**src/rtl/step1_ctrl.sv**
```systemverilog
// rtl/step1_ctrl.sv - sequencing controller: filter load, dot-product run, result hold
module step1_ctrl (
    input  logic       clock,
    input  logic       reset,
    input  logic [3:0] cfg_len,
    input  logic [7:0] cfg_nvec,
    input  logic       load_start,
    input  logic       run_start,
    input  logic       filter_valid,
    output logic       filter_ready,
    input  logic       data_valid,
    output logic       data_ready,
    output logic       result_valid,
    input  logic       result_ready,
    output logic       filters_loaded,
    output logic       busy,
    output logic       r_w1,
    output logic [3:0] RF_EN,
    output logic [3:0] RF1_address,
    output logic       new_val,
    output logic       clear1,
    output logic       Dot_HOLD
);

    typedef enum logic [2:0] {
        S_IDLE,
        S_LOAD,
        S_CLR,
        S_RUN,
        S_FLUSH,
        S_DONE
    } state_t;

    state_t     state;
    logic [3:0] len;
    logic [3:0] eidx;
    logic [1:0] fidx;
    logic [7:0] vcnt;

    always_ff @(posedge clock) begin
        if (reset) begin
            state          <= S_IDLE;
            len            <= 4'd0;
            eidx           <= 4'd0;
            fidx           <= 2'd0;
            vcnt           <= 8'd0;
            filters_loaded <= 1'b0;
        end else begin
            case (state)
                S_IDLE: begin
                    if (load_start) begin
                        state          <= S_LOAD;
                        filters_loaded <= 1'b0;
                        len            <= cfg_len;
                        fidx           <= 2'd0;
                        eidx           <= 4'd0;
                    end else if (run_start && filters_loaded && (cfg_nvec != 8'd0)) begin
                        state <= S_CLR;
                        len   <= cfg_len;
                        vcnt  <= cfg_nvec;
                    end
                end
                S_LOAD: begin
                    if (filter_valid) begin
                        if (eidx == len) begin
                            eidx <= 4'd0;
                            fidx <= fidx + 2'd1;
                            if (fidx == 2'd3) begin
                                state          <= S_IDLE;
                                filters_loaded <= 1'b1;
                            end
                        end else begin
                            eidx <= eidx + 4'd1;
                        end
                    end
                end
                S_CLR: begin
                    eidx  <= 4'd0;
                    state <= S_RUN;
                end
                S_RUN: begin
                    if (data_valid) begin
                        if (eidx == len) begin
                            eidx  <= 4'd0;
                            state <= S_FLUSH;
                        end else begin
                            eidx <= eidx + 4'd1;
                        end
                    end
                end
                S_FLUSH: state <= S_DONE;
                S_DONE: begin
                    if (result_ready) begin
                        vcnt  <= vcnt - 8'd1;
                        state <= (vcnt == 8'd1) ? S_IDLE : S_CLR;
                    end
                end
                default: state <= S_IDLE;
            endcase
        end
    end

    // Only RF_EN, new_val and Dot_HOLD look at the valid inputs; the rest is pure state decode.
    logic in_load;
    logic in_run;
    assign in_load      = (state == S_LOAD);
    assign in_run       = (state == S_RUN);

    assign busy         = (state != S_IDLE);
    assign filter_ready = in_load;
    assign data_ready   = in_run;
    assign result_valid = (state == S_DONE);
    assign clear1       = (state == S_CLR);
    assign r_w1         = in_load;
    assign RF1_address  = (in_load || in_run) ? eidx : 4'd0;
    assign RF_EN        = (in_load && filter_valid) ? (4'b0001 << fidx) :
                          in_run                    ? 4'b1111 : 4'b0000;
    assign new_val      = in_run && data_valid;
    assign Dot_HOLD     = !(clear1 || (in_run && data_valid));

endmodule

```
**config.mk**
```make
export PLATFORM = sky130hd
export DESIGN_NAME = step1_ctrl
export DESIGN_NICKNAME = d
export VERILOG_FILES = /design/src/rtl/step1_ctrl.sv
export SDC_FILE = /design/constraint.sdc
export NUM_CORES = 1
export LEC_CHECK = 0
export ABC_AREA = 1
export BUFFER_PORTS_ARGS = -buffer_cell sky130_fd_sc_hd__clkbuf_2
export CAP_MARGIN = 10
export CORE_MARGIN = 10
export CORE_UTILIZATION = 40
export CTS_CLUSTER_DIAMETER = 60
export DETAILED_ROUTE_END_ITERATION = 8
export HOLD_SLACK_MARGIN = 0.15
export SKIP_CTS_REPAIR_TIMING = 1
export SLEW_MARGIN = 20
export SYNTH_ARGS = -nofsm -noshare
export SYNTH_HDL_FRONTEND = slang
export SYNTH_SLANG_ARGS = --single-unit
```
**constraint.sdc**
```tcl
create_clock -name clock -period 1.4 [get_ports clock]
set_input_delay 0.28 -clock clock [delete_from_list [all_inputs] [get_ports clock]]
set_output_delay 0.28 -clock clock [all_outputs]
set_load 0.03 [all_outputs]
```
==> impl_results.rst <==
.. list-table::
   :header-rows: 1

   * - Metric
     - Value
   * - Fmax
     - 630 MHz
   * - Last weighted congestion value of the routability-driven placer
     - 0.866
   * - Post-DP HPWL
     - approximately 3600 um
   * - Worst slack after detailed placement
     - -80.0 ps
   * - Lkg Pwr
     - approximately 0.0012 uW
   * - Initial Util
     - 42.2%
   * - Final number of max-transition violations
     - 0
   * - Period utilization
     - 113%
   * - Most common cell after layout, fill and taps aside
     - sky130_fd_sc_hd__nand2_1
   * - Biggest fanout along the worst timing path
     - 6
   * - Number of distinct standard cells referenced by the synthesized netlist
     - 23
   * - Startpoint type of the worst setup path
     - register
   * - Power Dens Cells
     - 1700 nW/um2
   * - Count of input and output buffers
     - 35
   * - Starting DRT DRC Count
     - between 90 and 100
   * - Worst-case clock skew
     - roughly 8 ps
   * - Clock Pin Slew Worst Setup and Hold Paths
     - ~90 ps
   * - Post-layout worst setup margin
     - -186 ps
   * - Number of synthesized register bits
     - 22
   * - Footprint of the multi-input gates
     - between 1000 and 1500 um2
   * - Critical Path Source
     - state[2]$_SDFFE_PP0P_
   * - # setup viols final
     - 19
   * - Std cell rows
     - 22
   * - Proportion of power drawn by combinational gates
     - 65.9%
   * - Share of the synthesized area in the top cell type
     - ~28%
   * - Number of inserted filler cells in the final layout
     - 356
   * - Number of global-route vias before repair
     - 1,618
   * - Reported net switching power
     - about 2000 uW
   * - Layout cell share with drive strength beyond 1
     - between 30% and 40%
   * - Synthesis-to-layout area growth
     - 53.5%
   * - Design internal power
     - between 2000 and 2500 uW
   * - Average via count per standard cell
     - slightly below 5
   * - Area after DPL
     - roughly 2000 um2
   * - Warnings, synthesis
     - 0
   * - Initial antenna violation count
     - 0
   * - Worst EP required
     - 1120 ps
   * - Number of levels the H-tree was split into
     - 1
   * - Clock Latency Late Sink
     - 270 ps
   * - Core Region
     - between 3000 and 4000 um2
   * - Total chip power
     - between 4000 and 5000 uW
   * - Top cell type by total area after synthesis
     - sky130_fd_sc_hd__dfxtp_1
   * - R2R depth
     - 10
   * - Maximum clock path buffer count
     - 2
   * - Global route overflow
     - 0
   * - Full die area
     - approximately 6900 um2
   * - Synthesized area per cell
     - around 6 um2
   * - Chip Width
     - 82.8 um
   * - Register share of total power
     - 22.6%
   * - Final net count
     - about 360
   * - Number of top-level pins
     - 36
   * - Average wire per standard cell
     - roughly 12 um
   * - Final design area excluding fillers
     - approximately 2400 um2
   * - Clock period minus worst slack
     - roughly 1600 ps
   * - Mapped Area
     - ~1600 um2
   * - Number of nets produced by synthesis
     - 293
   * - Final cell utilization of the core
     - 64.7%
   * - DRT Pass-1 Iters
     - 5
   * - Arrival time at the worst endpoint
     - approximately 1300 ps
   * - Clock tree from TritonCTS
     - done
   * - Worst r2r dst
     - eidx[2]$_SDFFE_PP0P_
   * - Worst reg2reg setup slack
     - -40 ps
   * - Crit path kind
     - register to primary output
   * - Ant diodes
     - 0
   * - End point of the critical path
     - RF_EN[1]
   * - Run status
     - complete, but fails checks
   * - Sum of routed wire length over all layers
     - ~4800 um
   * - Max-slew headroom at the worst pin
     - 83.3%
   * - Classification of the worst-slack hold path
     - input port to register
   * - Sequential fraction of the synthesis area
     - 27.9%
   * - Count of nets left with antenna violations after detail routing
     - 0
   * - Vias post-DR
     - 1,849
   * - Total CTS buffers
     - 3
   * - Pin count of the biggest net entering global routing
     - 13
   * - Die height
     - between 80 and 90 um
   * - Footprint of the flip-flops and latches
     - 459 um2
   * - Endpoint type of the worst setup path
     - primary output
   * - Final hold violations
     - 0
   * - Total routing usage reported by global routing
     - 12.1%
   * - Global-route wire length before repair
     - about 7400 um
   * - Sinks on Clock Net
     - 22
   * - Part of the power in the clock network
     - about 12%
   * - Syn Inst Count
     - between 200 and 300
   * - Violated checks
     - negative setup slack
   * - Master cell of the clock root buffer
     - sky130_fd_sc_hd__clkbuf_8
   * - Drt drc
     - 0
   * - Worst Tran Pin Value
     - between 200 and 300 ps
   * - Most used cells in the layout excluding fill and tap cells
     - 63 x sky130_fd_sc_hd__nand2_1, 41 x sky130_fd_sc_hd__nor2_1, 34 x sky130_fd_sc_hd__inv_1
   * - Startpoint of the most critical register-to-register path
     - state[2]$_SDFFE_PP0P_
   * - RSZ-0062 raised after global routing
     - yes
   * - Max Cap Viol
     - 0
   * - Synth area leaders
     - sky130_fd_sc_hd__dfxtp_1 28%, sky130_fd_sc_hd__nand2_1 17%, sky130_fd_sc_hd__nor2_1 12%, sky130_fd_sc_hd__inv_1 8.8%, sky130_fd_sc_hd__nand3_1 7.0%
   * - Maximum ir drop on the vdd rail
     - 0.000980 V
   * - Net switching fraction of the power
     - a little under half
power by group through the flow:
stage	Sequential [uW]	Combinational (uW)	Clock [uW]
2_1_floorplan	896	1430	0
3_3_place_gp	919	2000	0
3_5_place_dp	923	1990	0
4_1_cts	907	2000	485
5_1_grt	955	2970	513
6_report	933	2720	475
registers in the layout (all words and copies together), names as in the netlist:
signal,count
fidx,2
len,4
eidx,4
state,3
vcnt,8
filters_loaded,1
kinds of logic after synthesis:
family | count (synthesis) | synth area share, %
adder cells (fa/ha/maj) | 7 | 5.55
XOR/XNOR | 1 | 0.555
multiplexers | 1 | 0.634
AO/OA/AOI/OAI | 28 | 9.35
AND/OR/NAND/NOR | 166 | 45.7
buffers and inverters | 42 | 10.3
flip-flops | 22 | 27.9
stage by stage:
stage,std cells,hold WS [ps],TNS (ps)
finish,383,223,-1770
global route,383,239,-3760
CTS,369,228,-3310
detailed placement,365,452,-573
global placement,365,449,-169
floorplan,267,349,-42.0
area by class of cell:
| type | instances | share of cell area [%] |
|---|---|---|
| clock buffer | 4 | 2.27 |
| tap | 48 | 2.48 |
| sequential | 22 | 18.9 |
| multi-input combinational | 204 | 48.1 |
| inverter | 40 | 6.71 |
| timing repair buffer | 65 | 21.5 |
per-layer routing:
metal	part of all wire [%]	vias up	routed length (um)	track usage (%)
li1	-	971	-	-
met1	45	829	2160	16.2
met2	48	45	2300	18.8
met3	5.9	4	283	2.83
met4	0.75	0	36	3.23
met5	0	-	0	0
critical path, stage by stage, from the launching register on:
cell and delay (ps):
sky130_fd_sc_hd__dfxtp_4 380, sky130_fd_sc_hd__inv_4 80, sky130_fd_sc_hd__nand2_8 60, sky130_fd_sc_hd__nor2_4 190, sky130_fd_sc_hd__nand3_2 110, sky130_fd_sc_hd__nand2_2 90, sky130_fd_sc_hd__buf_6 130
Yosys cell counts, drive strengths merged:
| library cell | count |
|---|---|
| o22ai | 1 |
| ha | 7 |
| nor3 | 3 |
| o31ai | 1 |
| xor2 | 1 |
| o21ai | 15 |
| nor2 | 55 |
| mux2i | 1 |
| inv | 40 |
| buf | 2 |
| nand3 | 22 |
| and2 | 1 |
| nand4 | 3 |
| nand2 | 82 |
| a21oi | 11 |
| dfxtp | 22 |
worst min-delay path by stage:
stage	from	to	slack, ps	cells after the start
2_1_floorplan	reset	eidx[0]$_SDFFE_PP0P_	350	1
3_3_place_gp	vcnt[1]$_SDFFE_PP0P_	vcnt[1]$_SDFFE_PP0P_	450	2
3_5_place_dp	vcnt[1]$_SDFFE_PP0P_	vcnt[1]$_SDFFE_PP0P_	450	2
4_1_cts	cfg_len[3]	len[3]$_SDFFE_PP0P_	230	3
5_1_grt	cfg_len[0]	len[0]$_SDFFE_PP0P_	240	3
6_report	cfg_len[3]	len[3]$_SDFFE_PP0P_	220	3
(Power assumes the default switching activity.)
